### src/rtl/mio_arbiter.sv
`default_nettype none
// ============================================================================
//  Module      : mio_arbiter
//  Description : Round-robin arbiter sharing one fixed-latency RAM port
//                between the CPU MIO bus and a secondary (DMA) master.
//  Revision    : 1.0 - initial release
// ============================================================================
module mio_arbiter #(
    parameter int ADDR_W  = 32,
    parameter int DATA_W  = 32,
    parameter int MEM_LAT = 2          // legal range 1..15
) (
    input  logic              clk,
    input  logic              reset,
    input  logic              cpu_req,
    input  logic              cpu_we,
    input  logic [ADDR_W-1:0] cpu_addr,
    input  logic [DATA_W-1:0] cpu_wdata,
    output logic [DATA_W-1:0] cpu_rdata,
    output logic              cpu_ready,
    input  logic              dma_req,
    input  logic              dma_we,
    input  logic [ADDR_W-1:0] dma_addr,
    input  logic [DATA_W-1:0] dma_wdata,
    output logic [DATA_W-1:0] dma_rdata,
    output logic              dma_ready,
    output logic              mem_en,
    output logic              mem_we,
    output logic [ADDR_W-1:0] mem_addr,
    output logic [DATA_W-1:0] mem_wdata,
    input  logic [DATA_W-1:0] mem_rdata,
    output logic [1:0]        owner,
    output logic              busy
);

    typedef enum logic [1:0] {
        S_IDLE  = 2'd0,
        S_ISSUE = 2'd1,
        S_WAIT  = 2'd2,
        S_DONE  = 2'd3
    } state_t;

    localparam logic [1:0] OWN_NONE = 2'b00;
    localparam logic [1:0] OWN_CPU  = 2'b01;
    localparam logic [1:0] OWN_DMA  = 2'b10;
    localparam logic [3:0] LAT_INIT = 4'(MEM_LAT);

    state_t              state_q, state_d;
    logic [1:0]          owner_q, owner_d;
    logic                last_dma_q, last_dma_d;
    logic                we_q, we_d;
    logic [ADDR_W-1:0]   addr_q, addr_d;
    logic [DATA_W-1:0]   wdata_q, wdata_d;
    logic [3:0]          cnt_q, cnt_d;
    logic [DATA_W-1:0]   cpu_rdata_q, cpu_rdata_d;
    logic [DATA_W-1:0]   dma_rdata_q, dma_rdata_d;
    logic                w_pick_dma;

    // DMA wins when it asks alone, or on a tie when the CPU was served last.
    assign w_pick_dma = dma_req & (~cpu_req | ~last_dma_q);

    always_comb begin
        state_d     = state_q;
        owner_d     = owner_q;
        last_dma_d  = last_dma_q;
        we_d        = we_q;
        addr_d      = addr_q;
        wdata_d     = wdata_q;
        cnt_d       = cnt_q;
        cpu_rdata_d = cpu_rdata_q;
        dma_rdata_d = dma_rdata_q;
        case (state_q)
            S_IDLE: begin
                if (cpu_req | dma_req) begin
                    state_d = S_ISSUE;
                    if (w_pick_dma) begin
                        owner_d = OWN_DMA;
                        we_d    = dma_we;
                        addr_d  = dma_addr;
                        wdata_d = dma_wdata;
                    end else begin
                        owner_d = OWN_CPU;
                        we_d    = cpu_we;
                        addr_d  = cpu_addr;
                        wdata_d = cpu_wdata;
                    end
                end
            end
            S_ISSUE: begin
                cnt_d   = LAT_INIT;
                state_d = S_WAIT;
            end
            S_WAIT: begin
                if (cnt_q == 4'd1) begin
                    if (owner_q == OWN_DMA) begin
                        dma_rdata_d = mem_rdata;
                    end else begin
                        cpu_rdata_d = mem_rdata;
                    end
                    state_d = S_DONE;
                end else begin
                    cnt_d = cnt_q - 4'd1;
                end
            end
            S_DONE: begin
                last_dma_d = (owner_q == OWN_DMA);
                owner_d    = OWN_NONE;
                state_d    = S_IDLE;
            end
            default: begin
                state_d = S_IDLE;
                owner_d = OWN_NONE;
            end
        endcase
    end

    always_ff @(posedge clk or negedge reset) begin
        if (!reset) begin
            state_q     <= S_IDLE;
            owner_q     <= OWN_NONE;
            last_dma_q  <= 1'b1;
            we_q        <= 1'b0;
            addr_q      <= '0;
            wdata_q     <= '0;
            cnt_q       <= '0;
            cpu_rdata_q <= '0;
            dma_rdata_q <= '0;
        end else begin
            state_q     <= state_d;
            owner_q     <= owner_d;
            last_dma_q  <= last_dma_d;
            we_q        <= we_d;
            addr_q      <= addr_d;
            wdata_q     <= wdata_d;
            cnt_q       <= cnt_d;
            cpu_rdata_q <= cpu_rdata_d;
            dma_rdata_q <= dma_rdata_d;
        end
    end

    assign mem_en    = (state_q == S_ISSUE);
    assign mem_we    = mem_en & we_q;
    assign mem_addr  = addr_q;
    assign mem_wdata = wdata_q;
    assign cpu_ready = (state_q == S_DONE) && (owner_q == OWN_CPU);
    assign dma_ready = (state_q == S_DONE) && (owner_q == OWN_DMA);
    assign cpu_rdata = cpu_rdata_q;
    assign dma_rdata = dma_rdata_q;
    assign owner     = owner_q;
    assign busy      = (state_q != S_IDLE);

endmodule
`default_nettype wire

### config.mk
export PLATFORM = sky130hd
export DESIGN_NAME = mio_arbiter
export DESIGN_NICKNAME = d
export VERILOG_FILES = /design/src/rtl/mio_arbiter.sv
export SDC_FILE = /design/constraint.sdc
export NUM_CORES = 1
export LEC_CHECK = 0
export BUFFER_PORTS_ARGS = -buffer_cell sky130_fd_sc_hd__buf_2
export CORE_MARGIN = 2
export CORE_UTILIZATION = 40
export DETAILED_ROUTE_END_ITERATION = 6
export PLACE_DENSITY = 0.72
export SLEW_MARGIN = 5
export SYNTH_ARGS = -nofsm -noshare
export SYNTH_HDL_FRONTEND = slang
export SYNTH_SLANG_ARGS = --single-unit
### constraint.sdc
create_clock -name clk -period 6.2 [get_ports clk]
set_clock_uncertainty 0.15 [all_clocks]
set_input_delay 0.62 -clock clk [delete_from_list [all_inputs] [get_ports clk]]
set_output_delay 0.62 -clock clk [all_outputs]
set_load 0.02 [all_outputs]
Word-level counts from Yosys, hierarchy flattened
Cells that the tools add are included.
{"block": "word_totals", "elab_cells": 49, "romBits": 0, "n_memories": 0, "register_bits": 138, "output_inout_bits": 135, "in_bits": 166, "ramBits": 0, "latch_bits": 0}
{"block": "classes", "n_eq_ne": 9, "n_mul": 0, "div": 0, "mux": 11, "order_cmp": 0, "addsub": 1, "shift": 0, "reduce_logical": 12, "bitwise_logic": 7}
{"op": "32-bit 2-to-1 mux", "n": 2}
{"op": "2-bit 2-to-1 mux", "n": 4}
{"op": "2-bit one-hot mux with 4 select lines", "n": 1}
{"op": "4-bit one-hot mux with 2 select lines", "n": 1}
{"op": "2-bit AND reduction", "n": 4}
{"op": "2-bit equality test, second input constant", "n": 3}
{"op": "2-bit != test, second input constant", "n": 3}
{"op": "3-bit AND reduction", "n": 2}
{"op": "2-bit nonzero test", "n": 3}
{"op": "2-bit by 1-bit equality test with 1-bit output, second input constant", "n": 2}
{"op": "4-bit by 1-bit equality test with 1-bit output, second input constant", "n": 1}
{"op": "4-bit 2-to-1 mux", "n": 1}
{"op": "2-bit one-hot mux with 2 select lines", "n": 1}
{"op": "4-bit by 1-bit subtractor with 4-bit output, second input constant", "n": 1}
{"op": "1-bit inverter", "n": 3}
{"op": "1-bit bitwise AND", "n": 2}
{"op": "1-bit logical AND", "n": 2}
{"op": "2-bit zero test", "n": 1}
{"op": "1-bit bitwise OR", "n": 2}
{"op": "1-bit 2-to-1 mux", "n": 1}

Logic depth before layout (Yosys ltp)
Gate-level depths: netlist of the first run.
{"block": "logic_depth", "depth_word": 6, "ltp_mapped": 8}

Worst setup path before layout of the first run
OpenSTA, ideal clock, no wires.
{"block": "synth_timing", "kind": "reg-to-reg", "start": "register cnt_q[1]", "end": "register dma_rdata_q[10] (netlist: dma_rdata[10])", "synth_period_minus_slack_ps": 2317, "path_buffers": 2, "t_arrival_ps": 2042, "setup_slack_ps": 3883, "setup_ps": 125, "stages_incl_launch_ff": 8, "cell_sequence": "dfrtp_1 > inv_1 > ha_1 > or3b_4 > or4b_4 > buf_6 > buf_12 > mux2_4"}
{"block": "synth_via", "elab_chain_cells": 2}
{"element": "start: declaration", "line_no": "54", "rtl": "logic [3:0] cnt_q, cnt_d;"}
{"element": "start signal: assignment", "line_no": "135", "rtl": "cnt_q <= cnt_d;"}
{"element": "4-bit by 1-bit equality test with 1-bit output", "line_no": "94", "rtl": "if (cnt_q == 4'd1) begin"}
{"element": "3-bit AND reduction (no source line)"}
{"element": "end signal: assignment", "line_no": "137", "rtl": "dma_rdata_q <= dma_rdata_d;"}
{"element": "end: declaration", "line_no": "56", "rtl": "logic [DATA_W-1:0] dma_rdata_q, dma_rdata_d;"}
Every way passes these cells.
A chain may end at the register's enable or synchronous reset.

Final worst setup path of the first run
Same ends and word-level chain as after synthesis.

==> impl_metrics.yaml, run 1 <==
status:
  status: "finished, final reports clean"
sta:
  fin_crit_sh_pct: 41.02
  fmax_mhz: 393.2
  grt_setup_unrepaired: "false"
  max-slew-margin-rel_pct: 48.54
  finalHoldViolations: 0
  setup_viol: 0
  slew_viol_final: 0
  worst_slew_pin_slew_ps: 771.8
  fin_setup_tns_ps: 0
  min_period_ps: 2543
logic_synthesis:
  ys_warn_count: 0
  synth_area_um2: 5903
  netlist_instances: 418
  synth_top_area_share_pct: 58.08
  synth_top_cell_by_area: "dfrtp_1"
  syn-mean-instance-area_um2: 14.12
  synth_seq_area_share_pct: 58.52
  synth-seq-cells: 138
  yosys-top-cells-area: "dfrtp_1 (58%), a221o_1 (11%), mux2_4 (7.6%)"
  synth-main-ff-cell: "dfrtp_1"
  syn_nets: 590
  async_flop_share_pct: 100.0
  synth_edf_count: 0
  yosysUniqueCellTypes: 37
cts:
  cts_made_buffers: 17
  postCtsHoldBufs: 0
  cts_tree: "done"
  cts-htree-levels: 4
  post_cts_buffers: 0
  clockRootBuffer: "clkbuf_16"
  clockBufferDepth: 2
  clk-insertion-delay-late_ps: 420
  clkTransAtPathRegs_ps: 70
  cts_resized: 0
  cts_sinks: 138
worst_setup_path:
  cp.required_ps: 6350
  ff2ff_path_depth: 5
  cp_num_buf_inv: 1
  path_max_fanout: 32
  crit_arrival_ps: 2700
  critPathMaxStageDelay_ps: 790
  slowest_stage: "or4b_4"
  ff2ff_setup_slack_ps: 3660
  r2r-end: "dma_rdata[10]$_DFFE_PN0P_"
  worstPathCellList: "inv_1, ha_1, or3b_4, or4b_4, mux2_4"
  cp_num_cells: 5
  setup.worst_path.end_class: "flop"
  timing.rr.start: "cnt_q[1]$_DFFE_PN0P_"
  critical_path_class: "reg -> reg"
  startpoint_type: "flop"
  critPathTopFamily: "simple AND/OR/NAND/NOR gates"
floorplan:
  dieArea_um2: 15750
  ios: 301
  core_area_um2: 14480
  rows: 44
  start_util_pct: 40.77
  fp.dieW_um: 125.5
  die_y_um: 125.5
route:
  drc: 0
  drt_iter0_drc: 291
  wl_per_cell_um: 18.42
  vias: 4747
  wl_um: 16740
  ant_nets: 0
  firstDrtPassIters: 4
  via_per_inst: 5.222
final_layout:
  final_net_count: 884
  layout_common_cells: "buf_2 (299), dfrtp_1 (137), a221o_1 (65), and2_1 (62), mux2_4 (30)"
  diodes: 0
  final_common_cell: "buf_2"
  syn_to_final_growth_pct: 38.49
  drive_gt1_share_pct: 54.76
  final_cells: 909
grt:
  grt_overflow: 0
  grt_start_max_net_pins: 86
  track_usage_pct: 21.39
  grt_pass1_wl_um: 26480
  grt_pass1_vias: 4841
  busiest_layer: "met2"
  antenna_found_initial: 0
  use_met1_pct: 26.18
  grt_util_met2_pct: 34.75
  grtUsageMet3_pct: 7.146
placement:
  gp_congestion: 0.8652
  dp_cells: 877
  hpwlAfterDp_um: 12050
  port_buffers: 300
power:
  p_per_area_nw_per_um2: 591.5
  vdd_drop_max_mv: 0.2455
  leakage_uw: 0.004234
min_path:
  hp-class: "in -> async"
flow_run:
  drv_cap: 0
registers in the layout (all words and copies together), names as in the netlist:
| register | count |
|---|---|
| dma_rdata | 32 |
| state_q | 2 |
| cnt_q | 4 |
| owner | 2 |
| mem_wdata | 32 |
| mem_addr | 32 |
| we_q | 1 |
| cpu_rdata | 32 |
| last_dma_q | 1 |
worst max-delay path by stage:
stage / start / endpoint / slack (ps)
4_1_cts: cnt_q[1]$_DFFE_PN0P_ / dma_rdata[10]$_DFFE_PN0P_ / 3660
6_report: cnt_q[1]$_DFFE_PN0P_ / dma_rdata[10]$_DFFE_PN0P_ / 3660
5_1_grt: cnt_q[1]$_DFFE_PN0P_ / dma_rdata[10]$_DFFE_PN0P_ / 3610
2_1_floorplan: cnt_q[1]$_DFFE_PN0P_ / dma_rdata[10]$_DFFE_PN0P_ / 3880
3_3_place_gp: cnt_q[1]$_DFFE_PN0P_ / dma_rdata[9]$_DFFE_PN0P_ / 3720
3_5_place_dp: cnt_q[1]$_DFFE_PN0P_ / dma_rdata[3]$_DFFE_PN0P_ / 3670
through the flow:
step / worst slack (ps) / utilization [%] / power (uW) / hold WS [ps] / area (um2)
2_1_floorplan: 3883 / - / 2979 / 174.4 / 5903
3_3_place_gp: 3718 / 52.00 / 3678 / 318.9 / 7530
3_5_place_dp: 3675 / 52.00 / 3755 / 329.3 / 7530
4_1_cts: 3663 / 56.46 / 4885 / 121.1 / 8175
5_1_grt: 3613 / 56.46 / 5104 / 143.2 / 8175
6_report: 3657 / 56.46 / 4836 / 83.52 / 8175
logic make-up (layout without fill, tap and decap cells):
group,after synthesis,count (layout),synth area share [%]
DFF,138,138,58.52
muxes,68,68,14.82
AOI/OAI and AO/OA,79,79,12.59
adders and majority gates,6,6,1.272
and+or+nand+nor,90,90,9.432
buffers and inverters,37,344,3.370
synthesized netlist by cell type, types with 2 or more instances:
library cell,count
mux2_4,30
and2_0,5
nand2_1,6
o21ai_0,2
inv_1,7
clkbuf_1,23
mux2_1,11
a221o_1,65
buf_12,3
mux2i_1,3
dfrtp_1,137
a21oi_1,4
and2_1,62
nor2b_1,3
buf_2,3
ha_1,6
mux2_2,24
nor2_1,3
nand2b_1,3
report_power, final:
| group | total [uW] | internal, uW | switching [uW] |
|---|---|---|---|
| clock network | 1100 | 694 | 411 |
| logic | 2130 | 926 | 1210 |
| registers | 1600 | 1350 | 244 |
| total | 4840 | 2970 | 1860 |
area by class of cell:
cell class	count	area, um2
fillers	1207	6304
flip-flops and latches	138	3455
multi-input cells	243	2273
repair buffers	305	1545
clock buffers	18	439.2
well taps	184	230.2
clock inverters	14	206.4
inverters	7	26.28
routing by layer:
layer | vias up | share of wire [%] | wire length, um
met4 | 0 | 2.2 | 374
met1 | 2341 | 41 | 6787
met2 | 245 | 49 | 8154
met3 | 26 | 8.5 | 1425
li1 | 2135 | - | -
met5 | - | 0 | 0
Power figures use the tool's default switching activity.
==> run 2: changes to the inputs <==
--- a/config.mk
+++ b/config.mk
@@ -9,7 +9,7 @@
 export CORE_MARGIN = 2
 export CORE_UTILIZATION = 40
 export DETAILED_ROUTE_END_ITERATION = 6
-export PLACE_DENSITY = 0.72
+export PLACE_DENSITY = 0.75
 export SLEW_MARGIN = 5
 export SYNTH_ARGS = -nofsm -noshare
 export SYNTH_HDL_FRONTEND = slang
==> constraint.sdc (replaced) <==
create_clock -name clk -period 2.3 [get_ports clk]
set_clock_uncertainty 0.15 [all_clocks]
set_input_delay 0.23 -clock clk [delete_from_list [all_inputs] [get_ports clk]]
set_output_delay 0.23 -clock clk [all_outputs]
set_load 0.02 [all_outputs]
==> impl_metrics.yaml, run 2 (synthesized netlist as in run 1, its figures left out) <==
route:
  firstDrtPassIters: 5
  drt_iter0_drc: 411
  drc: 0
  ant_nets: 0
  wl_per_cell_um: 20.13
  via_per_inst: 5.275
  vias: 5708
  wl_um: 21780
flow_run:
  drv_cap: 0
cts:
  clockRootBuffer: "clkbuf_16"
  cts-htree-levels: 4
  cts_sinks: 138
  clk-insertion-delay-late_ps: 410
  clockBufferDepth: 2
  cts_tree: "done"
  cts_made_buffers: 17
  clkTransAtPathRegs_ps: 60
worst_setup_path:
  critPathMaxStageDelay_ps: 420
  setup.worst_path.end_class: "flop"
  startpoint_type: "flop"
  critical_path_class: "reg -> reg"
  worstPathCellList: "inv_2, ha_4, or3b_4, buf_6, or3_4, buf_12, mux2_1"
  crit_arrival_ps: 2430
  cp.required_ps: 2440
  path_max_fanout: 8
  slowest_stage: "or3_4"
final_layout:
  fin_util_pct: 69.17
  multi_input_area_um2: 2313
  seq_area_um2: 3455
  syn_to_final_growth_pct: 69.65
  drive_gt1_share_pct: 46.27
  final_common_cell: "buf_2"
  layout_common_cells: "buf_2 (299), dlygate4sd3_1 (163), dfrtp_1 (137), a221o_1 (65), and2_1 (62)"
  fillers: 920
  final_net_count: 1058
grt:
  grt_start_max_net_pins: 66
  grt_overflow: 0
  antenna_found_initial: 1
  grt_pass1_vias: 6072
  grt_pass1_wl_um: 32400
  track_usage_pct: 26.17
floorplan:
  ios: 301
  core_area_um2: 14480
  fp.dieW_um: 125.5
  dieArea_um2: 15750
  die_y_um: 125.5
  rows: 44
  start_util_pct: 40.77
placement:
  hpwlAfterDp_um: 11700
  port_buffers: 300
  gp_congestion: 0.9127
sta:
  max-slew-margin-rel_pct: 66.54
  fin_crit_sh_pct: 99.82
  setup_viol: 0
  finalHoldViolations: 0
  holdWs_ps: 91.04
  fmax_mhz: 435.6
  min_period_ps: 2296
  slew_viol_final: 0
  worst_slew_pin_slew_ps: 501.8
  grt_setup_unrepaired: "true"
power:
  p_per_area_nw_per_um2: 1352
  vdd_drop_max_mv: 0.7945
  leakage_uw: 0.005026
status:
  status: "finished, final reports clean"
min_path:
  hp-class: "in -> reg"
## run 2: changes by cell type in the layout (fill, tap and decap cells not counted), sizes merged
cell | before | now
buf | 305 | 314
dlygate4sd3 | 0 | 163
clkinvlp | 0 | 3
bufinv | 4 | 3
inv | 12 | 8
clkbuf | 18 | 20
diode | 0 | 1
## run 2: stage by stage
stage          total power [uW]  setup slack [ps]  cell area, um2  TNS, ps  std cells
2_1_floorplan              8031            -17.16            5903   -514.8        418
3_3_place_gp               9952             42.54            7670        0        884
3_5_place_dp              10160            -7.653            7670   -7.653        884
4_1_cts                   13180            0.1277            9896        0       1077
5_1_grt                   14200            -41.45           10010   -524.2       1082
6_report                  13540             4.092           10010        0       1082
## run 2: layout make-up
cell class	instances	area share, %
antenna	1	0.02499
clock buffer	18	4.385
clock inverter	12	1.499
inverter	7	0.2624
multi-input combinational	243	23.10
sequential	138	34.50
tap	184	2.299
timing repair buffer	479	33.93
## run 2: timing repair
action	in CTS	in global routing
hold buffers	163	0
endpoints found under the hold margin	178	0
pin swaps	0	1
gates cloned	0	2
setup endpoints to repair	2	42
resized for setup	1	10
buffers inserted	0	1
## run 2: path summary, 6_finish.rpt
kind | startpoint | to | slack (ps) | depth (start not counted)
worst max-delay path | cnt_q[1]$_DFFE_PN0P_ | cpu_rdata[23]$_DFFE_PN0P_ | 4 | 7
worst min-delay path | dma_req | owner[1]$_DFFE_PN0P_ | 90 | 3
worst max register to register | cnt_q[1]$_DFFE_PN0P_ | cpu_rdata[23]$_DFFE_PN0P_ | 4 | 7
worst min register to register | cpu_rdata[29]$_DFFE_PN0P_ | cpu_rdata[29]$_DFFE_PN0P_ | 360 | 1
max in group asynchronous | reset | last_dma_q$_DFFE_PN1P_ | 1120 | 3
min in group asynchronous | reset | cpu_rdata[10]$_DFFE_PN0P_ | 190 | 2
## run 2: critical path: cells and delay by family, from the launching register on
family                   cells  cell delay [ps]
flip-flops                   1              390
multiplexers                 1              340
AND/OR/NAND/NOR              2              800
buffers and inverters        3              380
adder cells (fa/ha/maj)      1              130
## run 2: where the power goes
group | internal [uW] | total [uW] | switching (uW)
registers | 3650 | 4410 | 761
clock network | 1720 | 2760 | 1040
logic | 2880 | 6370 | 3490
## run 2: routing by layer
layer  routed length (um)  vias up  GRT usage [%]
met4                  839        0          12.88
met3                 1704       73          7.788
met5                    0        -              0
li1                     -     2469              -
met1                 8356     2791          31.08
met2                10880      375          43.43
==> run 3: changes to the inputs <==
--- a/config.mk
+++ b/config.mk
@@ -10,6 +10,7 @@
 export CORE_UTILIZATION = 40
 export DETAILED_ROUTE_END_ITERATION = 6
 export PLACE_DENSITY = 0.75
+export RECOVER_POWER = 50
 export SLEW_MARGIN = 5
 export SYNTH_ARGS = -nofsm -noshare
 export SYNTH_HDL_FRONTEND = slang
==> impl_metrics.yaml, run 3 (synthesized netlist as in run 1, its figures left out) <==
floorplan:
  rows: 44
  start_util_pct: 40.77
  die_y_um: 125.5
  dieArea_um2: 15750
  core_area_um2: 14480
  fp.dieW_um: 125.5
  ios: 301
grt:
  grt_pass1_wl_um: 32400
  antenna_found_initial: 1
  track_usage_pct: 26.17
  grt_pass1_vias: 6072
  grt_start_max_net_pins: 66
  grt_overflow: 0
sta:
  min_period_ps: 2295
  fmax_mhz: 435.6
  max-slew-margin-rel_pct: 12.44
  slew_viol_final: 0
  finalHoldViolations: 0
  worst_slew_pin_slew_ps: 1313
  fin_crit_sh_pct: 99.80
  grt_setup_unrepaired: "true"
  setup_viol: 0
cts:
  clockRootBuffer: "clkbuf_16"
  clkTransAtPathRegs_ps: 60
  cts_tree: "done"
  cts_made_buffers: 17
  cts_sinks: 138
  clk-insertion-delay-late_ps: 410
  clockBufferDepth: 2
  cts-htree-levels: 4
route:
  top_layer: "met4"
  ant_nets: 0
  drt_iter0_drc: 377
  wl_per_cell_um: 20.15
  via_per_inst: 5.321
  met1Wirelength_um: 8211
  firstDrtPassIters: 5
  drc: 0
  wl_met3_um: 1856
  vias: 5757
  wl_met2_um: 10910
  wl_um: 21810
worst_setup_path:
  startpoint_type: "flop"
  setup.worst_path.start: "cnt_q[1]$_DFFE_PN0P_"
  timing.rr.start: "cnt_q[1]$_DFFE_PN0P_"
  slowest_stage: "or3_4"
  setup.worst_path.end_class: "flop"
  worstPathCellList: "inv_2, ha_4, or3b_4, buf_6, or3_4, buf_12, mux2_1"
  path_max_fanout: 8
  crit_arrival_ps: 2430
  critPathMaxStageDelay_ps: 420
  cp_num_buf_inv: 3
  cp.required_ps: 2440
  critical_path_class: "reg -> reg"
  critPathTopFamily: "simple AND/OR/NAND/NOR gates"
final_layout:
  syn_to_final_growth_pct: 68.27
  layout_common_cells: "buf_2 (246), dlygate4sd3_1 (163), dfrtp_1 (137), a221o_1 (65), and2_1 (61)"
  postLayoutCellArea_um2: 9933
  final_common_cell: "buf_2"
  drive_gt1_share_pct: 40.36
  final_net_count: 1058
flow_run:
  drv_cap: 0
min_path:
  timing.hold.worst.start: "dma_req"
  hp-class: "in -> reg"
power:
  p_per_area_nw_per_um2: 1352
  vdd_drop_max_mv: 0.7958
  leakage_uw: 0.004857
  total_power_uw: 13430
placement:
  dpl-instance-area_um2: 7670
  gp_congestion: 0.9127
  hpwlAfterDp_um: 11700
  port_buffers: 300
status:
  status: "finished, final reports clean"
-- run 3: changes by cell type in the layout (fill, tap and decap cells not counted) --
cell,before,now
buf_2,299,246
clkbuf_2,0,1
clkbuf_1,0,53
and2_1,62,61
buf_12,8,7
and2_0,5,6
-- run 3: worst paths after layout --
path                            depth (start not counted)                        end  slack, ps
worst max register to register                          7  cpu_rdata[23]$_DFFE_PN0P_          5
worst min register to register                          1   cpu_rdata[9]$_DFFE_PN0P_        360
min in group asynchronous                               2  cpu_rdata[10]$_DFFE_PN0P_        500
worst min-delay path                                    3       owner[1]$_DFFE_PN0P_         90
worst max-delay path                                    7  cpu_rdata[23]$_DFFE_PN0P_          5
max in group asynchronous                               3   mem_addr[20]$_DFFE_PN0P_        440
-- run 3: metal layers --
layer  track usage [%]  vias to the layer above
met5                 0                        -
met2             43.43                      395
li1                  -                     2473
met4             12.88                        0
met1             31.08                     2814
met3             7.788                       75
-- run 3: what timing repair did --
| action | 4_1_cts | 5_1_grt |
|---|---|---|
| endpoints found under the hold margin | 178 | 0 |
| cloned | 0 | 2 |
| hold buffers | 163 | 0 |
| setup endpoints to repair | 2 | 42 |
| pin swaps | 0 | 1 |
| gates resized for setup | 1 | 10 |
| setup buffers | 0 | 1 |
-- run 3: area by class of cell --
class / count / area, um2
clock buffer: 18 / 439.2
clock inverter: 12 / 150.1
tap: 184 / 230.2
fill: 966 / 4546
timing repair buffer: 479 / 3317
inverter: 7 / 26.28
multi-input combinational: 243 / 2313
antenna: 1 / 2.502
sequential: 138 / 3455
-- run 3: report_power, final --
part | switching, uW | leakage [uW] | internal (uW)
sequential | 780 | 0.00166 | 3650
clock | 1040 | 0.000284 | 1720
combinational | 3490 | 0.00291 | 2750
total | 5310 | 0.00486 | 8120
-- run 3: stage by stage --
| stage | util (%) | hold WS [ps] | setup TNS [ps] | instances | setup slack, ps |
|---|---|---|---|---|---|
| final | 68.61 | 92.37 | 0 | 1082 | 4.565 |
| after global routing | 68.61 | 149.9 | -524.2 | 1082 | -41.45 |
| after CTS | 68.35 | 69.60 | 0 | 1077 | 0.1277 |
| after detailed placement | 52.97 | 64.08 | -7.653 | 884 | -7.653 |
| after global placement | 52.97 | 52.76 | 0 | 884 | 42.54 |
| after floorplan | - | -215.6 | -514.8 | 418 | -17.16 |
-- run 3: tightest hold or removal path, cell delays in order --
cell and delay, ps:
buf_2 160, a31oi_1 130, o21ai_0 80
